$ cat src/rtl/mmio_timer.sv
// Memory-mapped down-counting timer with an 8-bit prescaler, auto-reload and a level interrupt.
// Answers single-cycle bus reads/writes inside a 16-byte window; read data is zero when idle.
module mmio_timer #(
    parameter logic [31:0] BASE_ADDR  = 32'hFFFF_0000,
    parameter logic [31:0] RESET_LOAD = 32'h0000_0000
) (
    input  logic        clk,
    input  logic        rst,
    input  logic [31:0] addr_bus,
    input  logic [31:0] data_bus_down,
    input  logic        mem_read,
    input  logic        mem_wrt,
    output logic [31:0] data_bus_up,
    output logic        rd_valid,
    output logic        irq
);

    localparam logic [1:0] OFF_CTRL   = 2'd0;
    localparam logic [1:0] OFF_LOAD   = 2'd1;
    localparam logic [1:0] OFF_COUNT  = 2'd2;
    localparam logic [1:0] OFF_STATUS = 2'd3;

    logic        ctrl_en;
    logic        ctrl_auto;
    logic        ctrl_irq_en;
    logic [7:0]  ctrl_div;
    logic [31:0] load_q;
    logic [31:0] count_q;
    logic        exp_q;
    logic [7:0]  pre_q;

    logic        hit;
    logic        wr_en;
    logic        rd_en;
    logic        wr_ctrl;
    logic        wr_load;
    logic        wr_count;
    logic        wr_status;
    logic        tick;
    logic        expire;
    logic [31:0] read_val;
    logic        unused_addr_bits;

    // Byte lanes inside a word are not decoded.
    assign unused_addr_bits = ^addr_bus[1:0];

    assign hit       = (addr_bus[31:4] == BASE_ADDR[31:4]);
    assign wr_en     = hit && mem_wrt;
    assign rd_en     = hit && mem_read && !mem_wrt;
    assign wr_ctrl   = wr_en && (addr_bus[3:2] == OFF_CTRL);
    assign wr_load   = wr_en && (addr_bus[3:2] == OFF_LOAD);
    assign wr_count  = wr_en && (addr_bus[3:2] == OFF_COUNT);
    assign wr_status = wr_en && (addr_bus[3:2] == OFF_STATUS);

    assign tick   = ctrl_en && (pre_q == ctrl_div);
    assign expire = tick && (count_q == 32'd0);

    assign irq = exp_q && ctrl_irq_en;

    always_comb begin
        read_val = 32'd0;
        case (addr_bus[3:2])
            OFF_CTRL:   read_val = {16'd0, ctrl_div, 5'd0, ctrl_irq_en, ctrl_auto, ctrl_en};
            OFF_LOAD:   read_val = load_q;
            OFF_COUNT:  read_val = count_q;
            OFF_STATUS: read_val = {31'd0, exp_q};
            default:    read_val = 32'd0;
        endcase
    end

    // A CTRL write clears the prescaler so a new DIV starts from a full period.
    always_ff @(posedge clk or posedge rst) begin
        if (rst) begin
            pre_q <= 8'd0;
        end else if (wr_ctrl || !ctrl_en || tick) begin
            pre_q <= 8'd0;
        end else begin
            pre_q <= pre_q + 8'd1;
        end
    end

    // A CTRL write overrides the one-shot auto-stop in the same cycle.
    always_ff @(posedge clk or posedge rst) begin
        if (rst) begin
            ctrl_en     <= 1'b0;
            ctrl_auto   <= 1'b0;
            ctrl_irq_en <= 1'b0;
            ctrl_div    <= 8'd0;
        end else if (wr_ctrl) begin
            ctrl_en     <= data_bus_down[0];
            ctrl_auto   <= data_bus_down[1];
            ctrl_irq_en <= data_bus_down[2];
            ctrl_div    <= data_bus_down[15:8];
        end else if (expire && !ctrl_auto) begin
            ctrl_en <= 1'b0;
        end
    end

    always_ff @(posedge clk or posedge rst) begin
        if (rst) begin
            load_q <= RESET_LOAD;
        end else if (wr_load) begin
            load_q <= data_bus_down;
        end
    end

    // Reload uses the LOAD value from before this edge; a bus write to COUNT wins over the tick.
    always_ff @(posedge clk or posedge rst) begin
        if (rst) begin
            count_q <= RESET_LOAD;
        end else if (wr_count) begin
            count_q <= data_bus_down;
        end else if (tick) begin
            if (count_q != 32'd0) begin
                count_q <= count_q - 32'd1;
            end else if (ctrl_auto) begin
                count_q <= load_q;
            end
        end
    end

    // Hardware expiry wins over a write-1-to-clear in the same cycle.
    always_ff @(posedge clk or posedge rst) begin
        if (rst) begin
            exp_q <= 1'b0;
        end else if (expire) begin
            exp_q <= 1'b1;
        end else if (wr_status && data_bus_down[0]) begin
            exp_q <= 1'b0;
        end
    end

    // Response: rd_valid is high for exactly the one cycle after an accepted read and carries
    // the register value seen before that edge; there is no ready, the CPU must take it then.
    always_ff @(posedge clk or posedge rst) begin
        if (rst) begin
            data_bus_up <= 32'd0;
            rd_valid    <= 1'b0;
        end else if (rd_en) begin
            data_bus_up <= read_val;
            rd_valid    <= 1'b1;
        end else begin
            data_bus_up <= 32'd0;
            rd_valid    <= 1'b0;
        end
    end

endmodule

$ cat config.mk
export PLATFORM = sky130hd
export DESIGN_NAME = mmio_timer
export DESIGN_NICKNAME = d
export VERILOG_FILES = /design/src/rtl/mmio_timer.sv
export SDC_FILE = /design/constraint.sdc
export NUM_CORES = 1
export LEC_CHECK = 0
export CAP_MARGIN = 25
export CORE_MARGIN = 3
export CORE_UTILIZATION = 28
export DETAILED_ROUTE_END_ITERATION = 6
export PLACE_DENSITY_LB_ADDON = 0.08
export SETUP_SLACK_MARGIN = 0.15
export SLEW_MARGIN = 10
export SYNTH_ARGS = -nofsm -noshare
export SYNTH_HDL_FRONTEND = slang
export SYNTH_SLANG_ARGS = --single-unit
$ cat constraint.sdc
create_clock -name clk -period 3.7 [get_ports clk]
set_input_delay 0.37 -clock clk [delete_from_list [all_inputs] [get_ports clk]]
set_output_delay 0.37 -clock clk [all_outputs]
set_load 0.005 [all_outputs]
==> run metrics, run 1 <==
antenna-violating nets left 0; CTS sink count 117; Clk Latency, worst-skew pair 0.42 ns; gpl congestion 0.781; leading area contributor after synthesis dfrtp_1; Slew headroom 48.8%; TritonCTS clock tree done; global-route total usage across every layer 17.0%; warning count from the yosys run 0; synthesized cell area 6170 um2; Pre-antenna DRT Iters 4; nets 816; Arr. time, crit path 3.21 ns; top cell type's share of synthesized area 47.4%; CP Max Fanout 11; die width 154 um; top-count cell post-synth dfrtp_1; Post-CTS Resized 0; post-DP HPWL 13,200 um; asr flop ratio synth 100%; IO Port Bufs 99; Mapped Cells 648; Worst setup SP type flop; via count 5,390; standard-cell rows 53; post-synthesis register bit count 117; reg2reg setup slack 0.83 ns; RR Endpoint count_q[19]; io pins 102; # diodes 0; Slew Limit Fails 0; share of cells above drive strength 1 15.0%; synth top area cells dfrtp_1 (47%), mux2_2 (7.5%), nor2_1 (4.7%), a21oi_1 (4.5%), o21ai_0 (2.8%); Mapped Nets 719; CORE AREA 21,400 um2; fin crit period 2.87 ns; final setup fails 0; final worst-path cycle share 77.6%; vias per cell 5.22; Wirelength per Cell 19.4 um; CP Cell Sequence nor4_1 > nand4_1 > or3_1 > o21ai_2 > buf_4 > and3_1 > a221o_1; vias in the first global route 5,596; leakage power 3.38 nW; Hold Vio Cnt, Final 0; Max-Cap Viols 0; # hold bufs at CTS 0; Total Wirelength 20,100 um; first-pass GRT wire length 31,800 um; Cell Pwr Density 378 nW/um2; max incr delay on CP 0.71 ns; RSZ-0062 raised after global routing false; reg-to-reg critical path startpoint count_q[6]; Area Overhead vs Synth 31.7%; outcome finished clean; largest net degree at the start of global routing 54; final setup TNS 0 ns; skew final 0.00858 ns; Fin Hold WS 0.364 ns; CP top delay family simple AND/OR/NAND/NOR gates; postcts setup bufs 0; initial DRC count 333; clock buffer depth 2; Synth Area per Inst 9.53 um2; synth unique cells 61; CP Data Required Time 4.04 ns; CTS Buf Count 17; Reg2Reg Depth 7; ys flop type dfrtp_1; die height 154 um; Slowest-stage cell, CP nor4_1; GRT Residual Overflow 0; type of the worst min-delay path input pin to async pin; Root Driver clkbuf_16; Reg clk slew, reported paths 0.06 ns; Setup CP Type flop to flop; crit path from count_q[6]; register area share after synthesis 47.4%; Critical Path End Type flop; top cells by count, synth dfrtp_1 (117), nor2_1 (78), a21oi_1 (56); starting density of the core 28.9%; CP bufs+invs 1; antenna violations before repair 0; Die Footprint 23,900 um2; actual slew at the worst max-slew pin 0.761 ns; peak supply drop 0.287 mV; Fillers 2,127; fmax 348 MHz; Post-route DRC 0; H-tree depth 4; Post-synth EDFFs 0
[cell type report]
class                   instances  area [um2]  area share [%]
multi-input cells             475        3020            37.2
inverters                       7        28.8           0.354
repair buffers                127        1220            15.0
flip-flops and latches        117        2930            36.0
clock buffers                  18         439            5.40
clock inverters                14         151            1.86
well taps                     275         344            4.23
[placed cells by master (no fill, tap or decap), drive strengths merged, types with 5 or more instances in the layout]
cell type,instances
a22oi,22
mux2i,10
clkbuf,18
and3,8
inv,10
clkdlybuf4s50,99
nor2,78
nand3,22
a21oi,56
nor4,16
buf,28
or3,7
xnor2,17
o21ai,37
clkinv,7
nand3b,8
nand2,41
xor2,11
o31ai,6
o211ai,5
nor3,17
mux2,41
nand4,16
dfrtp,117
[power breakdown]
part	leakage (nW)	total [W]	switching [W]	internal (W)
combinational	1.52	0.000146	0.0000701	0.0000761
sequential	1.57	0.00128	0.0000000579	0.00128
clock	0.287	0.00165	0.000634	0.00101
total	3.38	0.00307	0.000704	0.00237
[registers in the layout (all words and copies together), names as in the netlist]
register / cells
exp_q: 1
count_q: 32
load_q: 32
rd_valid: 1
ctrl_irq_en: 1
ctrl_auto: 1
pre_q: 8
ctrl_en: 1
data_bus_up: 32
ctrl_div: 8
[how the worst max path moves through the flow]
stage / end / slack [ns] / cells past startpoint
final: count_q[19] / 0.83 / 7
after global routing: count_q[19] / 0.66 / 7
after CTS: count_q[19] / 0.82 / 7
after detailed placement: count_q[19] / 0.76 / 7
after global placement: count_q[19] / 0.83 / 7
after floorplan: count_q[0] / 0.23 / 1
[cell families (layout without fill, tap and decap cells)]
group / after synthesis / after routing / share of synthesized area (%)
AO/OA/AOI/OAI: 155 / 155 / 15.6
adder cells (fa/ha/maj): 3 / 3 / 0.608
buffers and inverters: 56 / 166 / 3.73
XOR/XNOR: 28 / 28 / 3.97
AND/OR/NAND/NOR: 237 / 237 / 19.2
flip-flops: 117 / 117 / 47.4
multiplexers: 52 / 52 / 9.46
[per-layer routing]
layer  track usage, %  wire length [um]  vias up
li1                 -                 -     2542
met1             23.0              9170     2668
met2             27.4              9460      152
met3             3.64              1060       28
met4             4.92               372        0
met5                0                 0        -
[through the flow]
step | setup slack (ns) | std cells | area [um2] | utilization (%) | power (W)
6_report | 0.830 | 1033 | 8130 | 38.1 | 0.00307
5_1_grt | 0.663 | 1033 | 8130 | 38.1 | 0.00318
4_1_cts | 0.816 | 1033 | 8130 | 38.1 | 0.00312
3_5_place_dp | 0.764 | 1001 | 7540 | 35.3 | 0.00145
3_3_place_gp | 0.832 | 1000 | 7530 | 35.3 | 0.00145
2_1_floorplan | 0.229 | 648 | 6170 | - | 0.00135
(Power assumes the default switching activity.)
==> run 2, diff against run 1 <==
==> constraint.sdc (replaced) <==
create_clock -name clk -period 2.7 [get_ports clk]
set_input_delay 0.27 -clock clk [delete_from_list [all_inputs] [get_ports clk]]
set_output_delay 0.27 -clock clk [all_outputs]
set_load 0.005 [all_outputs]
==> run metrics, run 2 (synthesized netlist as in run 1, its figures left out) <==
nets 843; type of the worst min-delay path input pin to async pin; Setup CP Type flop to flop; Arr. time, crit path 2.74 ns; CORE AREA 21,400 um2; Total Wirelength 20,600 um; # diodes 0; antenna violations before repair 0; Reg2Reg Depth 9; # hold bufs at CTS 0; largest net degree at the start of global routing 71; CP Max Fanout 12; biggest regs count_q: 32 flops, data_bus_up: 32 flops, load_q: 32 flops; most common cell after layout, fill and taps aside dfrtp_1; Pre-antenna DRT Iters 5; final setup TNS 0 ns; via count 5,521; Reg clk slew, reported paths 0.06 ns; RSZ-0062 raised after global routing true; most frequent cells in the layout dfrtp_1 (117), clkdlybuf4s50_1 (99), nor2_1 (78); Fillers 2,159; standard-cell rows 53; vias in the first global route 5,802; Slew Limit Fails 0; Multi-input gate area 3050 um2; die height 154 um; final setup fails 0; CP Data Required Time 3.06 ns; Root Driver clkbuf_16; clock buffer depth 2; starting density of the core 28.9%; Post-route DRC 0; io pins 102; Critical Path End Type flop; Storage cell area 2930 um2; first-pass GRT wire length 32,900 um; initial DRC count 388; final worst-path cycle share 88.2%; crit path from count_q[19]; fin cells 1,060; TritonCTS clock tree done; Worst setup SP type flop; fin crit period 2.38 ns; global-route total usage across every layer 17.5%; IO Port Bufs 99; Slew headroom 57.0%; reg-to-reg critical path startpoint count_q[19]; Die Footprint 23,900 um2; fmax 420 MHz; gpl congestion 0.842; actual slew at the worst max-slew pin 0.640 ns; vias per cell 5.21; finished layout cell area 8430 um2; RR Endpoint count_q[19]; Hold Vio Cnt, Final 0; post-DP HPWL 14,100 um; skew final 0.0113 ns; dpl cells 1,027; reg2reg setup slack 0.32 ns; Max-Cap Viols 0; placed instance area 7800 um2; outcome finished clean; share of cells above drive strength 1 18.5%; Wirelength per Cell 19.5 um; Clk Latency, worst-skew pair 0.42 ns; GRT Residual Overflow 0; antenna-violating nets left 0; CTS Buf Count 17; CTS sink count 117; worst setup path endpoint count_q[19]; die width 154 um; leakage power 3.54 nW; Area Overhead vs Synth 36.5%; H-tree depth 4; Cell Pwr Density 503 nW/um2; peak supply drop 0.414 mV
## run 2: where the power goes
part / internal [W] / switching, W / leakage [nW]
sequential: 0.00175 / 0.0000000219 / 1.57
clock: 0.00143 / 0.000853 / 0.276
combinational: 0.000106 / 0.0000982 / 1.69
## run 2: through the flow
step / hold slack (ns) / power [W] / worst slack [ns] / utilization (%)
2_1_floorplan: 0.385 / 0.00185 / 0.431 / -
3_3_place_gp: 0.503 / 0.00199 / 0.157 / 36.5
3_5_place_dp: 0.511 / 0.00199 / 0.167 / 36.5
4_1_cts: 0.120 / 0.00430 / 0.236 / 39.3
5_1_grt: 0.153 / 0.00439 / 0.136 / 39.5
6_report: 0.132 / 0.00424 / 0.318 / 39.5
## run 2: cell type report
cell class / instances / area share [%]
Multi-Input combinational cell: 475 / 36.2
Clock inverter: 12 / 1.53
Timing Repair Buffer: 154 / 17.5
Sequential cell: 117 / 34.7
Clock buffer: 20 / 5.54
Inverter: 7 / 0.356
Tap cell: 275 / 4.08
## run 2: worst min-delay path by stage
stage,from,end,slack (ns),depth (start not counted)
3_3_place_gp,load_q[0],load_q[0],0.50,2
6_report,rst,data_bus_up[0],0.13,2
2_1_floorplan,data_bus_down[12],count_q[12],0.39,2
4_1_cts,rst,data_bus_up[0],0.12,2
5_1_grt,rst,data_bus_up[0],0.15,2
3_5_place_dp,load_q[0],load_q[0],0.51,2
## run 2: what timing repair did
action | CTS | global route
setup endpoints to repair | 3 | 12
resized for setup | 1 | 5
buffers inserted | 0 | 1
pin swaps | 0 | 1
## run 2: worst max-delay path: stages (launching register included)
cell and delay [ns]:
dfrtp_1 0.43, nor4_1 0.28, buf_4 0.17, nand4_1 0.09, buf_4 0.21, or3_1 0.40
o21ai_2 0.27, buf_12 0.19, and3_1 0.16, a221o_1 0.11
## run 2: routing by layer
layer | track usage, % | share of wire [%]
met5 | 0 | 0
met4 | 5.68 | 1.7
met3 | 3.55 | 5.3
met2 | 28.2 | 46
met1 | 23.8 | 47
==> run 3, diff against run 2 <==
--- a/config.mk
+++ b/config.mk
@@ -10,7 +10,7 @@
 export CORE_UTILIZATION = 28
 export DETAILED_ROUTE_END_ITERATION = 6
 export PLACE_DENSITY_LB_ADDON = 0.08
-export SETUP_SLACK_MARGIN = 0.15
+export SETUP_SLACK_MARGIN = 0.02
 export SLEW_MARGIN = 10
 export SYNTH_ARGS = -nofsm -noshare
 export SYNTH_HDL_FRONTEND = slang
==> run metrics, run 3 (synthesized netlist as in run 1, its figures left out) <==
biggest regs count_q: 32 flops, data_bus_up: 32 flops, load_q: 32 flops; outcome finished clean; Cell Pwr Density 504 nW/um2; skew final 0.00957 ns; first-pass GRT wire length 32,900 um; RSZ-0062 raised after global routing false; CP Cell Sequence nor4_1 > buf_4 > nand4_1 > nor3_1 > nand3_1 > o211ai_1 > o21ai_0; most frequent cells in the layout dfrtp_1 (117), clkdlybuf4s50_1 (99), nor2_1 (78); Slowest-stage cell, CP nor4_1; type of the worst min-delay path input pin to async pin; initial DRC count 434; final worst-path cycle share 91.4%; clock buffer depth 2; final setup fails 0; Slew Limit Fails 0; die height 154 um; Area Overhead vs Synth 36.0%; Crit path depth 7; Reg clk slew, reported paths 0.06 ns; io pins 102; # diodes 0; Fillers 2,163; H-tree depth 4; max incr delay on CP 0.48 ns; Clk Latency, worst-skew pair 0.42 ns; Arr. time, crit path 2.76 ns; antenna-violating nets left 0; Critical Path End Type flop; standard-cell rows 53; Worst setup SP type flop; Hold Vio Cnt, Final 0; share of cells above drive strength 1 17.9%; CP bufs+invs 1; TritonCTS clock tree done; actual slew at the worst max-slew pin 0.629 ns; reg-to-reg critical path startpoint count_q[6]; vias in the first global route 5,802; leakage power 3.53 nW; reg2reg setup slack 0.23 ns; global-route total usage across every layer 17.5%; Pre-antenna DRT Iters 5; Reg2Reg Depth 7; Setup CP Type flop to flop; Root Driver clkbuf_16; Die Footprint 23,900 um2; CP top delay family simple AND/OR/NAND/NOR gates; fmax 405 MHz; Slew headroom 57.8%; post-DP HPWL 14,100 um; CTS Buf Count 17; die width 154 um; Total Wirelength 20,600 um; GRT Residual Overflow 0; peak supply drop 0.413 mV; Util after Layout 39.3%; Wirelength per Cell 19.5 um; via count 5,546; CORE AREA 21,400 um2; gpl congestion 0.842; final setup TNS 0 ns; IO Port Bufs 99; CTS sink count 117; fin crit period 2.47 ns; Max-Cap Viols 0; RR Endpoint count_q[24]; CP Max Fanout 10; starting density of the core 28.9%; vias per cell 5.24; CP Data Required Time 2.99 ns; antenna violations before repair 0; Post-route DRC 0; nets 842; most common cell after layout, fill and taps aside dfrtp_1; largest net degree at the start of global routing 71
## run 3: changes by cell type in the layout (fill, tap and decap cells not counted), sizes merged
cell,previous run,this run
buf,55,54
## run 3: worst register-to-register path: cells and delay by family (launching register included)
family	cells	cell delay, ns
and+or+nand+nor	4	1.31
AOI/OAI and AO/OA	2	0.34
buffers and inverters	1	0.25
DFF	1	0.44
## run 3: worst max path at each step
stage	startpoint	end	slack, ns
after floorplan	count_q[0]	ctrl_en	0.43
final	count_q[6]	count_q[24]	0.23
after global routing	count_q[6]	count_q[24]	0.02
after CTS	count_q[1]	count_q[23]	0.14
after global placement	count_q[1]	count_q[23]	0.16
after detailed placement	count_q[1]	count_q[23]	0.17
## run 3: report_power, final
group	total, W	internal, W	switching (W)
combinational	0.000204	0.000106	0.0000977
clock	0.00227	0.00143	0.000849
sequential	0.00175	0.00175	0.0000000228
## run 3: area by class of cell
class	count	area, um2	area share [%]
multi-input cells	475	3030	36.1
flip-flops and latches	117	2930	34.9
clock inverters	12	129	1.53
repair buffers	153	1470	17.5
well taps	275	344	4.10
clock buffers	20	467	5.56
inverters	7	30.0	0.358
## run 3: through the flow
step                      cell area [um2]  setup slack (ns)  hold WS, ns  instances  power (W)
after CTS                            8390             0.137        0.120       1059    0.00430
after global placement               7800             0.157        0.503       1027    0.00199
after floorplan                      6180             0.431        0.385        648    0.00185
final                                8400             0.233        0.131       1059    0.00423
after global routing                 8400            0.0233        0.153       1059    0.00439
after detailed placement             7800             0.167        0.511       1027    0.00199
## run 3: layer usage
| metal | GRT usage (%) | wire length, um | vias to the layer above |
|---|---|---|---|
| li1 | - | - | 2602 |
| met1 | 23.8 | 9580 | 2742 |
| met2 | 28.2 | 9570 | 172 |
| met3 | 3.55 | 1100 | 30 |
| met4 | 5.68 | 367 | 0 |
| met5 | 0 | 0 | - |
## run 3: what timing repair did
item	4_1_cts	5_1_grt
endpoints found under the setup margin	0	4
resized for setup	0	1
buffers inserted	0	0
hold buffers	0	0
